[src/rtl/alu_share_ctrl.sv]
// alu_share_ctrl: time-shares one combinational MIPS ALU between two requesters.
// Round-robin arbitration accepts one operation at a time. The operands are
// registered and driven to the ALU, the result and Zero flag are captured, and
// they are returned on the winning requester's response channel.
// Ports:
//   clk, rst_n                      clock, async active-low reset
//   reqN_valid/ready/ctl/a/b        request channels (N = 0, 1); ready is combinational
//   rspN_valid/ready                response handshakes (N = 0, 1)
//   rsp_result, rsp_zero, rsp_err   shared response payload
//   alu_ctl, alu_a, alu_b           registered drive to the shared ALU
//   alu_out, alu_zero               shared ALU result
//   busy                            an operation is in flight (EXEC or RESP)
module alu_share_ctrl #(
  parameter int unsigned WIDTH = 32,
  parameter int unsigned CTLW  = 4
) (
  input  logic             clk,
  input  logic             rst_n,
  input  logic             req0_valid,
  output logic             req0_ready,
  input  logic [CTLW-1:0]  req0_ctl,
  input  logic [WIDTH-1:0] req0_a,
  input  logic [WIDTH-1:0] req0_b,
  input  logic             req1_valid,
  output logic             req1_ready,
  input  logic [CTLW-1:0]  req1_ctl,
  input  logic [WIDTH-1:0] req1_a,
  input  logic [WIDTH-1:0] req1_b,
  output logic             rsp0_valid,
  input  logic             rsp0_ready,
  output logic             rsp1_valid,
  input  logic             rsp1_ready,
  output logic [WIDTH-1:0] rsp_result,
  output logic             rsp_zero,
  output logic             rsp_err,
  output logic [CTLW-1:0]  alu_ctl,
  output logic [WIDTH-1:0] alu_a,
  output logic [WIDTH-1:0] alu_b,
  input  logic [WIDTH-1:0] alu_out,
  input  logic             alu_zero,
  output logic             busy
);

  typedef enum logic [1:0] {
    S_IDLE = 2'd0,
    S_EXEC = 2'd1,
    S_RESP = 2'd2
  } state_t;

  state_t r_state;
  state_t w_state_nxt;

  logic r_last_grant;   // requester granted most recently
  logic r_grant;        // requester owning the in-flight operation
  logic w_pick1;
  logic w_accept;
  logic w_rsp_hs;
  logic w_ctl_bad;

  // Round-robin arbitration; ready is gated by rst_n so it reads 0 during reset.
  always_comb begin
    w_pick1    = req1_valid && (!req0_valid || !r_last_grant);
    w_accept   = (r_state == S_IDLE) && (req0_valid || req1_valid);
    req0_ready = rst_n && w_accept && !w_pick1;
    req1_ready = rst_n && w_accept && w_pick1;
    w_rsp_hs   = r_grant ? rsp1_ready : rsp0_ready;
  end

  // Legal ALU codes: AND, OR, ADD, SUB, SLT.
  always_comb begin
    w_ctl_bad = 1'b1;
    if (alu_ctl == CTLW'(0) || alu_ctl == CTLW'(1) || alu_ctl == CTLW'(2) ||
        alu_ctl == CTLW'(6) || alu_ctl == CTLW'(7)) begin
      w_ctl_bad = 1'b0;
    end
  end

  // State register.
  always_ff @(posedge clk or negedge rst_n) begin
    if (!rst_n) begin
      r_state <= S_IDLE;
    end else begin
      r_state <= w_state_nxt;
    end
  end

  // Next-state logic.
  always_comb begin
    w_state_nxt = r_state;
    case (r_state)
      S_IDLE:  if (w_accept) w_state_nxt = S_EXEC;
      S_EXEC:  w_state_nxt = S_RESP;
      S_RESP:  if (w_rsp_hs) w_state_nxt = S_IDLE;
      default: w_state_nxt = S_IDLE;
    endcase
  end

  // Operand latch, result capture and registered status outputs.
  always_ff @(posedge clk or negedge rst_n) begin
    if (!rst_n) begin
      r_last_grant <= 1'b1;
      r_grant      <= 1'b0;
      alu_ctl      <= '0;
      alu_a        <= '0;
      alu_b        <= '0;
      rsp_result   <= '0;
      rsp_zero     <= 1'b0;
      rsp_err      <= 1'b0;
      rsp0_valid   <= 1'b0;
      rsp1_valid   <= 1'b0;
      busy         <= 1'b0;
    end else begin
      if (w_accept) begin
        alu_ctl      <= w_pick1 ? req1_ctl : req0_ctl;
        alu_a        <= w_pick1 ? req1_a : req0_a;
        alu_b        <= w_pick1 ? req1_b : req0_b;
        r_grant      <= w_pick1;
        r_last_grant <= w_pick1;
      end
      if (r_state == S_EXEC) begin
        rsp_result <= alu_out;
        rsp_zero   <= alu_zero;
        rsp_err    <= w_ctl_bad;
      end
      // r_grant is stable from EXEC through RESP, so it steers the valid bits.
      rsp0_valid <= (w_state_nxt == S_RESP) && !r_grant;
      rsp1_valid <= (w_state_nxt == S_RESP) && r_grant;
      busy       <= (w_state_nxt != S_IDLE);
    end
  end

endmodule

[config.mk]
export PLATFORM = sky130hd
export DESIGN_NAME = alu_share_ctrl
export DESIGN_NICKNAME = d
export VERILOG_FILES = /design/src/rtl/alu_share_ctrl.sv
export SDC_FILE = /design/constraint.sdc
export NUM_CORES = 1
export LEC_CHECK = 0
export BUFFER_PORTS_ARGS = -buffer_cell sky130_fd_sc_hd__buf_2
export CORE_MARGIN = 10
export CORE_UTILIZATION = 45
export CTS_BUF_LIST = sky130_fd_sc_hd__clkbuf_4
export DETAILED_ROUTE_END_ITERATION = 12
export HOLD_SLACK_MARGIN = 0.15
export PLACE_DENSITY = 0.79
export SETUP_SLACK_MARGIN = 0.2
export SYNTH_ARGS = -nofsm -noshare
export SYNTH_HDL_FRONTEND = slang
export SYNTH_SLANG_ARGS = --single-unit
[constraint.sdc]
create_clock -name clk -period 4.84 [get_ports clk]
set_input_delay 0.484 -clock clk [delete_from_list [all_inputs] [get_ports clk]]
set_output_delay 0.484 -clock clk [all_outputs]
set_load 0.1 [all_outputs]
## Word-level counts from Yosys, hierarchy flattened

Index checks and enable logic that the tools add are counted.

| operators by class | value |
|---|---|
| reduce and logical (&&, ||, !) cells | 20 |
| eq/ne operators | 7 |
| multiplexer cells | 8 |

Operators with widths:

| operator | number |
|---|---|
| 32-bit 2-to-1 mux | 2 |
| 4-bit by 3-bit equality test with 1-bit output, second input constant | 2 |
| 1-bit logical AND | 7 |
| 1-bit logical OR | 6 |
| 2-bit case mux with 3 select lines | 1 |
| 2-bit equality test, second input constant | 2 |
| 4-bit by 1-bit equality test with 1-bit output, second input constant | 1 |
| 4-bit by 2-bit equality test with 1-bit output, second input constant | 1 |
| 1-bit logical NOT | 4 |
| 4-bit logical NOT | 1 |
| 2-bit 2-to-1 mux | 2 |
| 4-bit 2-to-1 mux | 1 |
| 2-bit by 1-bit equality test with 1-bit output, second input constant | 1 |
| 2-bit logical NOT | 1 |
| 1-bit 2-to-1 mux | 2 |
| 2-bit nonzero test | 1 |

| word-level totals | value |
|---|---|
| flip-flop bits (word level) | 109 |
| output and inout bits | 107 |

## Depth between registers and ports, before layout

| depth | value |
|---|---|
| depth in word-level cells | 6 |
| depth in mapped cells | 5 |
| gate-level depth less buffers | 3 |

## Worst setup path before layout

No wires, ideal clock.

| timing | value |
|---|---|
| path kind | input -> output |
| start | input port req0_valid |
| end | output port req0_ready |
| slack | 2.510 ns |
| path buffers | 2 |
| arrival time | 1.846 ns |
| stages on the path | 5 |
| cell sequence | nor2_1 nor3_2 buf_6 buf_6 and3b_1 |

| on the way | value |
|---|---|
| word-level cells in the longest chain between the ends | 5 |
| elaborated cells between the ends (all ways) | 8 |
| classes of those cells | 8 x reduce/logical |

RTL lines:

| element | line | RTL |
|---|---|---|
| from (decl) | 19 | `input logic req0_valid,` |
| 1-bit logical NOT | 62 | `w_pick1 = req1_valid && (!req0_valid \|\| !r_last_grant);` |
| 1-bit logical OR | 62 |  |
| 1-bit logical AND | 62 |  |
| 1-bit logical NOT | 64 | `req0_ready = rst_n && w_accept && !w_pick1;` |
| 1-bit logical AND (*) | 64 |  |
| to (decl) | 20 | `output logic req0_ready,` |

Mark *: on every way between the ends. The rest lies on a longest branch, timed or not.

## Final worst setup path

| timing | value |
|---|---|
| start | register r_last_grant |
| end | output port req1_ready |

| on the way | value |
|---|---|
| word-level cells in the longest chain between the ends | 4 |

RTL lines:

| element | line | RTL |
|---|---|---|
| from (decl) | 53 | `logic r_last_grant;` |
| from (signal assigned) | 118 | `r_last_grant <= w_pick1;` |
| 1-bit logical NOT | 62 |  |
| 1-bit logical OR | 62 |  |
| 1-bit logical AND | 62 |  |
| 1-bit logical AND | 65 | `req1_ready = rst_n && w_accept && w_pick1;` |
| to (decl) | 25 | `output logic req1_ready,` |

No other way between the ends.

==> reports/qor.txt <==
pin count of the biggest net entering global routing = 70
Slew @ Worst Pin = 0.8490 ns
crit path time final = 2.635 ns
fin nets = 772
fmax = 379.5 MHz
DR iter-0 viols = 105
Placement Setup Slack = 2.434 ns
synthesized net count = 493
IO buf count = 281
top-count cell post-synth = mux2_4
Seq/Total Area, Yosys = 49.34%
Post-CTS Resized = 0
area grow syn2layout = 28.14%
Syn Std Cell Area = 5530 um2
maximum capacitance violations = 0
worst r2r path cells = 3
Worst-path clk slew = 0.18 ns
cells along the critical path = a21boi_4 -> buf_4 -> and3_1 -> buf_2
DR vias/cell = 4.900
status = completed
final hold viol count = 0
Final ANT Viol Nets = 0
Rows = 40
wire per inst = 19.46 um
core area = 12,010 um2
hpwl dp = 11.60 mm
Die Area = 17,120 um2
Fin Hold WS = 0.2162 ns
Post-CTS Hold Buffers = 1
worst r2r src = r_state[1]$_DFF_PN0_
Worst EP required = 4.36 ns
Hold Crit Class = input port to flop
CTS tree = built
Setup Viol. Count Final = 0
Worst path max stage delay = 0.46 ns
worst r2r dst = alu_ctl[0]$_DFFE_PN0P_
Yosys Warn Count = 0
RSZ-0062 raised after global routing = no
Fillers = 946
vias in the first global route = 4,149
Remaining DRCs = 0
Final WS setup = 2.205 ns
asr flop ratio synth = 100.0%
EDFF count, synth = 0
number of synthesized register bits = 109
clk buf depth = 2
via count = 3,675
crit-path max FO = 30
post-CTS setup repair buffer count = 0
Seq. cell area = 2729 um2
slowest cell on the critical path = buf_4
Ports = 282
Post-Route Setup TNS = 0 ns
Slew HR = 43.40%
H-tree depth = 3
Commonest cells post-synth = mux2_4, dfrtp_1, mux2_2
post-synth top area cell = dfrtp_1
routability cong. = 0.7632
CTS buffer count = 9
Initial Util = 46.04%
Setup CP Type = flop to output pin
Die W = 130.9 um
Worst Skew = 0.02143 ns
Clock Latency Late Sink = 0.48 ns
Yosys top cell area share = 48.87%
share of post-route cells with drive strength above 1 = 79.40%
Final period util = 54.45%
Synth area leaders = dfrtp_1, mux2_4, mux2_2
Hold EP = rsp_result[6]$_DFFE_PN0N_
count of cell types in the netlist = 21
first-pass GRT wire length = 21.80 mm
Hold Startpoint = alu_out[6]
root buffer cell = clkbuf_4
Mean Syn Cell Area = 17.39 um2
Hold Crit Depth = 2
final WL = 14.60 mm
Crit. End Element = output pin
Synth Instances = 318
Slew Viols, Final = 0
GRT Util Overall = 16.38%
worst reg2reg setup slack = 2.90 ns
crit path launch type = flop
CTS sink cnt = 109
Post-synth top flop = dfrtp_1
gr ovfl total = 0
critical path startpoint = r_last_grant$_DFFE_PN1P_
footprint of the multi-input gates = 2554 um2
Die Height = 130.9 um
antenna violations before repair = 0
critical path data arrival time = 2.15 ns
1st-pass router iterations = 4
==> worst max-delay path: cells and delay by family, from the launching register on <==
family                 cells  cell delay [ns]
AND/OR/NAND/NOR            1             0.23
flip-flops                 1             0.42
AO/OA/AOI/OAI              1             0.13
buffers and inverters      2             0.88
==> layout by cell type (no fill, tap or decap), types with 2 or more instances in the layout <==
cell	instances
inv_8	2
buf_2	280
and3b_1	2
clkbuf_4	9
mux2_2	40
nand2b_1	3
mux2_4	132
dfrtp_1	108
buf_4	7
nor3_1	2
==> registers in the layout (all words and copies together) (netlist names) <==
signal and cells:
alu_b 32, alu_ctl 4, alu_a 32, r_grant 1, r_last_grant 1, rsp_zero 1
r_state 2, rsp0_valid 1, rsp1_valid 1, rsp_err 1, busy 1, rsp_result 32
==> routing by layer <==
metal  up-vias  track usage (%)  share of wire, %  wire, um
met5         -                0                 0         0
met4         0            6.998               2.2       327
met3        22            4.593               8.1      1185
met2       161            28.43                51      7492
met1      1801            18.48                38      5592
li1       1691                -                 -         -
==> metrics by stage <==
step	instances	utilization, %	instance area (um2)
6_report	750	59.00	7087
5_1_grt	749	58.98	7084
4_1_cts	749	58.98	7084
3_5_place_dp	732	57.65	6924
3_3_place_gp	732	57.65	6924
2_1_floorplan	318	-	5530
==> how the worst max path moves through the flow <==
| stage | cells after the start | slack, ns | to |
|---|---|---|---|
| detailed placement | 5 | 2.43 | req1_ready |
| CTS | 4 | 2.13 | req1_ready |
| global route | 4 | 2.06 | req1_ready |
| global placement | 5 | 2.47 | req1_ready |
| floorplan | 5 | 2.51 | req0_ready |
| finish | 4 | 2.20 | req1_ready |
==> cell type report <==
class                      count  share of cell area (%)
antenna                        1                 0.03531
clock buffer                   9                  0.9534
tap                          147                   2.595
multi-input combinational    188                   36.03
inverter                       1                 0.05297
clock inverter                 7                   1.165
sequential                   109                   38.51
timing repair buffer         288                   20.66
==> kinds of logic after synthesis <==
| family | share of synthesized area (%) |
|---|---|
| multiplexers | 43.98 |
| flip-flops | 49.34 |
| buffers and inverters | 4.593 |
| AO/OA/AOI/OAI | 0.5656 |
| AND/OR/NAND/NOR | 1.516 |
Power is left out: the tool's default activity adds up to more than one toggle a clock period on the data nets, which glitch-free logic cannot reach.
